**config.mk**
```make
export PLATFORM = sky130hd
export DESIGN_NAME = vx_fifo_queue_mc
export DESIGN_NICKNAME = d
export VERILOG_FILES = /design/src/rtl/vx_fifo_queue_mc.sv
export SDC_FILE = /design/constraint.sdc
export NUM_CORES = 1
export LEC_CHECK = 0
export BUFFER_PORTS_ARGS = -buffer_cell sky130_fd_sc_hd__buf_2
export CAP_MARGIN = 20
export CORE_MARGIN = 4
export CORE_UTILIZATION = 51
export DETAILED_ROUTE_END_ITERATION = 6
export PLACE_DENSITY = 0.76
export SKIP_LAST_GASP = 1
export SLEW_MARGIN = 10
export SYNTH_ARGS = -nofsm -noshare
export SYNTH_HDL_FRONTEND = slang
export SYNTH_SLANG_ARGS = --single-unit
```
**constraint.sdc**
```tcl
create_clock -name clk -period 2.1 [get_ports clk]
set_input_delay 0.315 -clock clk [delete_from_list [all_inputs] [get_ports clk]]
set_output_delay 0.315 -clock clk [all_outputs]
set_load 0.01 [all_outputs]
```
**src/rtl/vx_fifo_queue_mc.sv**
```systemverilog
// vx_fifo_queue_mc: multi-channel FIFO. NUM_QUEUES independent SIZE-deep
// queues share one storage array of NUM_QUEUES*SIZE words addressed as
// {qid, ptr}. The block accepts one push and one pop per cycle, and each can
// target any channel. Each channel has its own flags, occupancy and
// synchronous flush.
//
// Ports
//   clk, reset            clock; synchronous active-high reset
//   push/push_qid/data_in write data_in to the tail of channel push_qid
//   pop/pop_qid           remove the head of channel pop_qid
//   data_out              head of channel pop_qid (combinational on pop_qid)
//   flush[q]              clear channel q at the next edge
//   empty/alm_empty/full/alm_full[q]  registered per-channel flags
//   size[q*SIZEW +: SIZEW]            per-channel occupancy

// Per-channel pointer/count/flag state. The flags are registered and are
// computed from the next count, so there is no combinational path from
// push/pop to the flag outputs.
module vx_fifo_queue_mc_ch #(
  parameter int SIZE      = 4,
  parameter int ALM_FULL  = SIZE - 1,
  parameter int ALM_EMPTY = 1,
  parameter int ADDRW     = 2,
  parameter int SIZEW     = 3
) (
  input  logic             clk,
  input  logic             reset,
  input  logic             flush,
  input  logic             push,
  input  logic             pop,
  output logic [ADDRW-1:0] wr_ptr,
  output logic [ADDRW-1:0] rd_ptr,
  output logic [SIZEW-1:0] count,
  output logic             empty,
  output logic             alm_empty,
  output logic             full,
  output logic             alm_full
);

  logic [SIZEW-1:0] cnt_n;

  always_comb begin
    cnt_n = count;
    case ({push, pop})
      2'b10:   cnt_n = count + SIZEW'(1);
      2'b01:   cnt_n = count - SIZEW'(1);
      default: cnt_n = count;
    endcase
  end

  always_ff @(posedge clk) begin
    if (reset || flush) begin
      wr_ptr    <= '0;
      rd_ptr    <= '0;
      count     <= '0;
      empty     <= 1'b1;
      alm_empty <= (ALM_EMPTY >= 0);
      full      <= 1'b0;
      alm_full  <= (ALM_FULL <= 0);
    end else begin
      // SIZE is a power of two, so the natural pointer overflow is the wrap.
      if (push) wr_ptr <= wr_ptr + ADDRW'(1);
      if (pop)  rd_ptr <= rd_ptr + ADDRW'(1);
      count     <= cnt_n;
      empty     <= (cnt_n == '0);
      alm_empty <= (cnt_n <= SIZEW'(ALM_EMPTY));
      full      <= (cnt_n == SIZEW'(SIZE));
      alm_full  <= (cnt_n >= SIZEW'(ALM_FULL));
    end
  end

endmodule

module vx_fifo_queue_mc #(
  parameter int DATAW      = 1,
  parameter int SIZE       = 4,
  parameter int NUM_QUEUES = 4,
  parameter int ALM_FULL   = SIZE - 1,
  parameter int ALM_EMPTY  = 1,
  parameter int ADDRW      = $clog2(SIZE),
  parameter int QIDW       = (NUM_QUEUES > 1) ? $clog2(NUM_QUEUES) : 1,
  parameter int SIZEW      = $clog2(SIZE + 1)
) (
  input  logic                        clk,
  input  logic                        reset,
  input  logic                        push,
  input  logic [QIDW-1:0]             push_qid,
  input  logic [DATAW-1:0]            data_in,
  input  logic                        pop,
  input  logic [QIDW-1:0]             pop_qid,
  output logic [DATAW-1:0]            data_out,
  input  logic [NUM_QUEUES-1:0]       flush,
  output logic [NUM_QUEUES-1:0]       empty,
  output logic [NUM_QUEUES-1:0]       alm_empty,
  output logic [NUM_QUEUES-1:0]       full,
  output logic [NUM_QUEUES-1:0]       alm_full,
  output logic [NUM_QUEUES*SIZEW-1:0] size
);

  localparam int AW = QIDW + ADDRW;

  typedef struct packed {
    logic             vld;
    logic [QIDW-1:0]  qid;
    logic [DATAW-1:0] data;
  } push_req_t;

  push_req_t req;
  logic [QIDW-1:0] rq;

  // With a single channel the qid inputs carry no information, so both qids are forced to 0.
  assign req.vld  = push;
  assign req.qid  = (NUM_QUEUES == 1) ? '0 : push_qid;
  assign req.data = data_in;
  assign rq       = (NUM_QUEUES == 1) ? '0 : pop_qid;

  logic [NUM_QUEUES-1:0][ADDRW-1:0] wr_ptr_a, rd_ptr_a;
  logic [NUM_QUEUES-1:0][SIZEW-1:0] count_a;

  for (genvar q = 0; q < NUM_QUEUES; q++) begin : g_ch
    logic ch_push, ch_pop;
    assign ch_push = req.vld && (req.qid == QIDW'(q));
    assign ch_pop  = pop && (rq == QIDW'(q));

    vx_fifo_queue_mc_ch #(
      .SIZE(SIZE), .ALM_FULL(ALM_FULL), .ALM_EMPTY(ALM_EMPTY),
      .ADDRW(ADDRW), .SIZEW(SIZEW)
    ) u_ch (
      .clk      (clk),
      .reset    (reset),
      .flush    (flush[q]),
      .push     (ch_push),
      .pop      (ch_pop),
      .wr_ptr   (wr_ptr_a[q]),
      .rd_ptr   (rd_ptr_a[q]),
      .count    (count_a[q]),
      .empty    (empty[q]),
      .alm_empty(alm_empty[q]),
      .full     (full[q]),
      .alm_full (alm_full[q])
    );

    assign size[q*SIZEW +: SIZEW] = count_a[q];
  end

  // Shared LUTRAM: one write port, one asynchronous read port, not reset.
  logic [DATAW-1:0] mem [NUM_QUEUES*SIZE];
  logic [AW-1:0]    waddr, raddr;

  assign waddr = {req.qid, wr_ptr_a[req.qid]};
  assign raddr = {rq, rd_ptr_a[rq]};

  // A flushed or reset channel drops its push, so skip the write as well.
  always_ff @(posedge clk) begin
    if (req.vld && !reset && !flush[req.qid])
      mem[waddr] <= req.data;
  end

  // Reads the current head, so a same-cycle push to the same channel does not appear here.
  assign data_out = mem[raddr];

  always_ff @(posedge clk) begin
    if (!reset) begin
      if (req.vld && !flush[req.qid])
        assert (!full[req.qid]) else $error("push to full channel %0d", req.qid);
      if (pop && !flush[rq])
        assert (!empty[rq]) else $error("pop from empty channel %0d", rq);
    end
  end

endmodule

```
* Yosys cells after proc, flatten, opt, wreduce, memory -nomap -nowiden *
Memories as Yosys holds them, arrays and structs flattened.
Index checks and enable logic that the tools add are counted.

storage, ports and cells
  logic and storage cells = 107
  output and inout port bits = 29
  bits in registers = 44
  bits in writable memories = 16
  memories kept = 1

memories
  memory  words  width  read ports  clocked after Yosys merged registers in  write ports  RTL line  source
  mem     16     1      1           0                                        1            147       logic [DATAW-1:0] mem [NUM_QUEUES*SIZE];

operators by class
  reductions and logical operators = 22
  eq/ne operators = 18
  order comparisons = 10
  $add $sub $neg = 16
  multiplexer cells = 12

operators with widths
  kind                   number
  $pmux W3 S2            4
  $add A2 B1 Y2 const B  8
  $eq A2 B2 Y1 const B   8
  $add A3 B1 Y3 const B  4
  $eq A2 B1 Y1 const B   6
  $eq A3 B3 Y1 const B   4
  $ge A3 B2 Y1 const B   4
  $le A3 B1 Y1 const B   4
  $logic_not A3 Y1       4
  $sub A3 B1 Y3 const B  4
  $logic_and A1 B1 Y1    10
  $bmux W2 S2            2
  $lt A2 B3 Y1 const B   2
  $logic_not A2 Y1       2
  $logic_or A1 B1 Y1     4
  $mux W2                2
  $mux W1                3
  $bmux W1 S2            1
  $logic_not A1 Y1       2

* Logic depth before layout (Yosys ltp) *
  depth after elaboration = 6
  depth in mapped cells = 9

* Hierarchy *
A second synthesis with hierarchy kept.

second synthesis, totals
  cells, all modules = 277
  area total of the unflattened synthesis = 2895.3 sq um

by module, submodules not included
  module               seq. area each (sq um)  instances  cells an instance  area each (sq um)
  vx_fifo_queue_mc_ch  220.2                   4          47                 470.5
  vx_fifo_queue_mc     480.5                   1          89                 1013.5

* Worst setup path after synthesis *
No wires, ideal clock.

  path kind = input-to-reg
  start point = input port push_qid[0]
  end point = register g_ch[0].u_ch.full
  path slack = -0.115 ns
  buffers on the path = 0
  required time = 2.035 ns
  cell stages on the path = 8
  library setup time = 0.065 ns
  arrival time = 2.150 ns
  cell sequence = nor3b_1 -> inv_1 -> ha_1 -> fa_1 -> xnor2_1 -> or3_1 -> a21oi_2 -> nor2b_1

on the way
  cells in the longest elaborated chain, start to end = 5

RTL lines
  what                                                 RTL line  source
  from (decl)                                          87        input logic [QIDW-1:0] push_qid,
  $logic_not A2 Y1 (*)                                 122       assign ch_push = req.vld && (req.qid == QIDW'(q));
  $logic_and A1 B1 Y1 (*)                              122
  $eq A2 B1 Y1 / $eq A2 B2 Y1 (equally long branches)  44        case ({push, pop})
  $pmux W3 S2 (*)                                      44
  $eq A3 B3 Y1 (*)                                     67        full <= (cnt_n == SIZEW'(SIZE));
  to (signal assigned)                                 67
  to (decl)                                            36        output logic full,

Mark *: on every way between the ends. The rest lies on a longest branch, timed or not.
A chain may end at the register's enable or synchronous reset.

* Worst setup path in the final report *
  start point = register g_ch[1].u_ch.rd_ptr[1]
  end point = output port data_out

on the way
  cells in the longest elaborated chain, start to end = 3

RTL lines
  what                           RTL line  source
  from (decl)                    32        output logic [ADDRW-1:0] rd_ptr,
  from (signal assigned)         63        if (pop) rd_ptr <= rd_ptr + ADDRW'(1);
  $bmux W2 S2                    151       assign raddr = {rq, rd_ptr_a[rq]};
  $mux W2 (not written as such)  151
  $mem_v2 Z16 W1                 n/a
  to (decl)                      91        output logic [DATAW-1:0] data_out,

No other way between the ends. The select of a mux whose other input is x is not followed.

==> results.py <==
metrics = {
    "die": {
        "rows": 26,
        "io_pins": 42,
        "fp.dieW_um": 81.93,
        "die_h_um": 81.93,
        "core-area_mm2": 0.005205,
        "start_util_pct": 53.56,
        "die-area_mm2": 0.006713,
    },
    "routing": {
        "wirelength_mm": 5.520,
        "viasPerCell": 5.049,
        "vias": 1964,
        "drc": 0,
        "drt_iter0_drc": 84,
        "firstDrtPassIters": 4,
        "ant_nets": 0,
        "wl_per_cell_um": 14.19,
    },
    "final_layout": {
        "n_fill_cell": 428,
        "layout-drive-gt1-share_pct": 35.42,
        "final_util_pct": 64.95,
        "n_antenna_cell": 0,
        "nNetsFinal": 335,
        "area_growth_pct": 21.27,
    },
    "synth": {
        "synth_area_leaders": "dfxtp_1 32%, edfxtp_1 17%, nor2_1 6.2%, buf_4 4.6%, xnor2_1 4.1%",
        "synth_nets": 285,
        "synth_cells": 264,
        "synthXorXnorAreaFrac_pct": 6.912,
        "yosysMostFrequentCell": "nor2_1",
        "yosysWarningCount": 0,
        "synth_edf_count": 16,
        "synth-simple-area-share_pct": 17.28,
        "synth_top_cells_by_count": "46 x nor2_1, 44 x dfxtp_1, 17 x buf_4",
        "synth_cell_types": 38,
        "synth_top_family_by_area": "simple AND/OR/NAND/NOR gates",
        "synth.mux.area_fraction_pct": 8.438,
        "yosys.area.top_type": "dfxtp_1",
        "synth_seq_area_share_pct": 48.83,
        "synth_top_area_share_pct": 31.60,
        "synth_area_per_cell_um2": 10.56,
        "ys.flop_type": "dfxtp_1",
        "ys_ff_latch": 60,
        "synthArstFlopShare_pct": 0,
        "synth-compound-area-share_pct": 7.361,
        "syn_area_mm2": 0.002788,
        "synth_fa_ha_area_share_pct": 4.668,
    },
    "place": {
        "hpwlAfterDp_mm": 4.034,
        "gp_congestion": 0.8488,
        "place_ws_ns": -0.1774,
        "port_buffers": 41,
    },
    "timing": {
        "fin_worst_skew_ns": 0.007642,
        "rsz0062_at_grt": "yes",
        "worstMarginPinSlew_ns": 0.2741,
        "worst_slack_ns": -0.002830,
        "post-route-period-util_pct": 100.1,
        "setup_violations": 1,
        "fmax_ghz": 0.4756,
        "period_minus_slack_ns": 2.103,
        "slew_viol_final": 0,
        "hold_ws_ns": 0.3059,
        "relSlewSlack_pct": 81.66,
        "hold_viol": 0,
    },
    "setup_path": {
        "r2r_start": "g_ch[3].u_ch.count[0]",
        "startpoint_type": "register",
        "critical-path-slowest-cell": "mux4_2",
        "cp.required_ns": 1.78,
        "worstPathArrival_ns": 1.79,
        "rr_worst_depth": 5,
        "slowest_delay_ns": 0.53,
        "critical_path.endpoint_type": "output port",
        "reg2reg_to": "g_ch[3].u_ch.full",
        "cp_max_fo": 5,
        "rrSetupSlack_ns": 0.38,
        "critical_path.cell_chain": "mux4_2, a21bo_2, o32a_2, buf_6",
        "critPathKind": "reg -> out",
    },
    "pwr": {
        "vdd_ir_drop_max_v": 0.0006227,
        "powerDensity_mw_per_mm2": 758.2,
        "totalPowerFinal_uw": 2563,
        "p_leak_uw": 0.001406,
    },
    "clocking": {
        "cts_max_path_buffers": 2,
        "holdBufCountCts": 0,
        "numCtsBuffers": 9,
        "clock_latency_ns": 0.34,
        "clockRootBuffer": "clkbuf_8",
        "clkTransAtPathRegs_ns": 0.06,
        "cts_tree": "built",
        "cts_sinks": 60,
        "cts_max_level": 3,
    },
    "flow_run": {
        "drv_cap": 0,
    },
    "hold_path": {
        "holdPathStages": 3,
        "hp-class": "in -> reg",
        "hold_end": "g_ch[0].u_ch.count[0]",
        "hp-start": "flush[0]",
    },
    "grt": {
        "grt_pass1_wl_mm": 9.632,
        "grt_pass1_vias": 2036,
        "grt_usage_pct": 19.34,
        "antenna_found_initial": 0,
        "grt_overflow": 0,
        "grt_max_degree": 17,
    },
    "status": {
        "outcome": "finished with violations",
        "violations": "setup timing",
    },
}
## cell usage in the layout (no fill, tap or decap), types with 2 or more instances in the layout
| master | Yosys | layout |
|---|---|---|
| a21oi_1 | 5 | 5 |
| a221oi_1 | 2 | 2 |
| mux4_2 | 5 | 5 |
| nor3b_2 | 0 | 2 |
| mux2i_1 | 10 | 10 |
| nand2_1 | 12 | 12 |
| and3b_2 | 0 | 2 |
| fa_2 | 0 | 3 |
| inv_1 | 6 | 6 |
| buf_2 | 1 | 39 |
| or3_1 | 4 | 4 |
| or2_2 | 5 | 5 |
| dfxtp_4 | 0 | 3 |
| and2_1 | 3 | 3 |
| and3_1 | 3 | 2 |
| clkinv_2 | 0 | 3 |
| clkbuf_8 | 0 | 10 |
| xor2_1 | 9 | 9 |
| dfxtp_1 | 44 | 37 |
| o22ai_1 | 3 | 3 |
| o211ai_1 | 4 | 4 |
| nor2_1 | 46 | 46 |
| and3b_1 | 4 | 2 |
| a21o_1 | 4 | 4 |
| buf_6 | 1 | 2 |
| buf_4 | 17 | 20 |
| dfxtp_2 | 0 | 4 |
| xnor2_1 | 13 | 13 |
| nor2b_1 | 3 | 3 |
| nand2b_1 | 9 | 9 |
| a21oi_2 | 4 | 4 |
| nor3_1 | 4 | 4 |
| o21ai_0 | 4 | 4 |
| edfxtp_1 | 16 | 16 |
| bufinv_16 | 0 | 2 |
| ha_4 | 0 | 2 |
## worst max-delay path: cells and delay by family, from the launching register on
kind                   cells  cell delay [ns]
flip-flops                 1             0.39
buffers and inverters      1             0.12
AO/OA/AOI/OAI              2             0.41
multiplexers               1             0.53
## where the power goes
part / internal, µW / leakage, µW / switching, µW
combinational: 107 / 0.000789 / 111
sequential: 1200 / 0.000504 / 13.3
clock: 694 / 0.000113 / 437
total: 2000 / 0.00141 / 561
## through the flow
stage | instances | area [µm²] | TNS (ns)
6_report | 389 | 3381 | -0.002830
5_1_grt | 389 | 3381 | -0.08266
4_1_cts | 386 | 3344 | -0.03004
3_5_place_dp | 369 | 3102 | -1.746
3_3_place_gp | 369 | 3102 | -0.8572
2_1_floorplan | 264 | 2844 | -0.0004747
## cell families (layout without fill, tap and decap cells)
logic type                 after synthesis  in the layout
AOI/OAI and AO/OA                       29             29
xor gates and xnor gates                22             22
adders and majority gates                8              8
buffers and inverters                   29             84
DFF                                     60             60
muxes                                   17             17
and+or+nand+nor                         99             99
## what timing repair did
action | CTS | global route
hold endpoints to repair | 0 | 0
pin swaps | 2 | 3
setup endpoints to repair | 1 | 1
resized for setup | 8 | 6
buffers inserted | 1 | 3
## area by class of cell
type | count | area (µm²) | area share, %
inverter | 6 | 22.52 | 0.6662
clock inverter | 5 | 75.07 | 2.221
multi-input combinational | 175 | 1301 | 38.49
timing repair buffer | 62 | 375.4 | 11.10
tap | 70 | 87.58 | 2.591
sequential | 60 | 1378 | 40.75
clock buffer | 11 | 141.4 | 4.182
## worst max-delay path by stage
stage                           startpoint                end  slack (ns)  cells after the start
detailed placement             push_qid[0]  g_ch[0].u_ch.full       -0.18                      9
global route        g_ch[2].u_ch.rd_ptr[1]           data_out       -0.08                      5
finish              g_ch[1].u_ch.rd_ptr[1]           data_out      -0.003                      4
floorplan                       pop_qid[0]  g_ch[2].u_ch.full     -0.0005                      9
CTS                 g_ch[0].u_ch.rd_ptr[0]           data_out       -0.03                      5
global placement               push_qid[0]  g_ch[0].u_ch.full       -0.11                      9
## flip-flops by register name, indices dropped and copies added, names as in the netlist
register             flops
g_ch.u_ch.count         12
g_ch.u_ch.wr_ptr         8
g_ch.u_ch.rd_ptr         8
g_ch.u_ch.empty          4
g_ch.u_ch.full           4
g_ch.u_ch.alm_full       4
mem                     16
g_ch.u_ch.alm_empty      4
## metal layers
layer  vias to the layer above  share of wire [%]  track usage (%)
met5                         -                  0                0
met4                         0                2.1            9.967
met3                        11                4.2            4.167
met2                        43                 48            31.42
met1                       916                 46            24.11
li1                        994                  -                -
No activity file was read; power rests on OpenSTA's default activity.
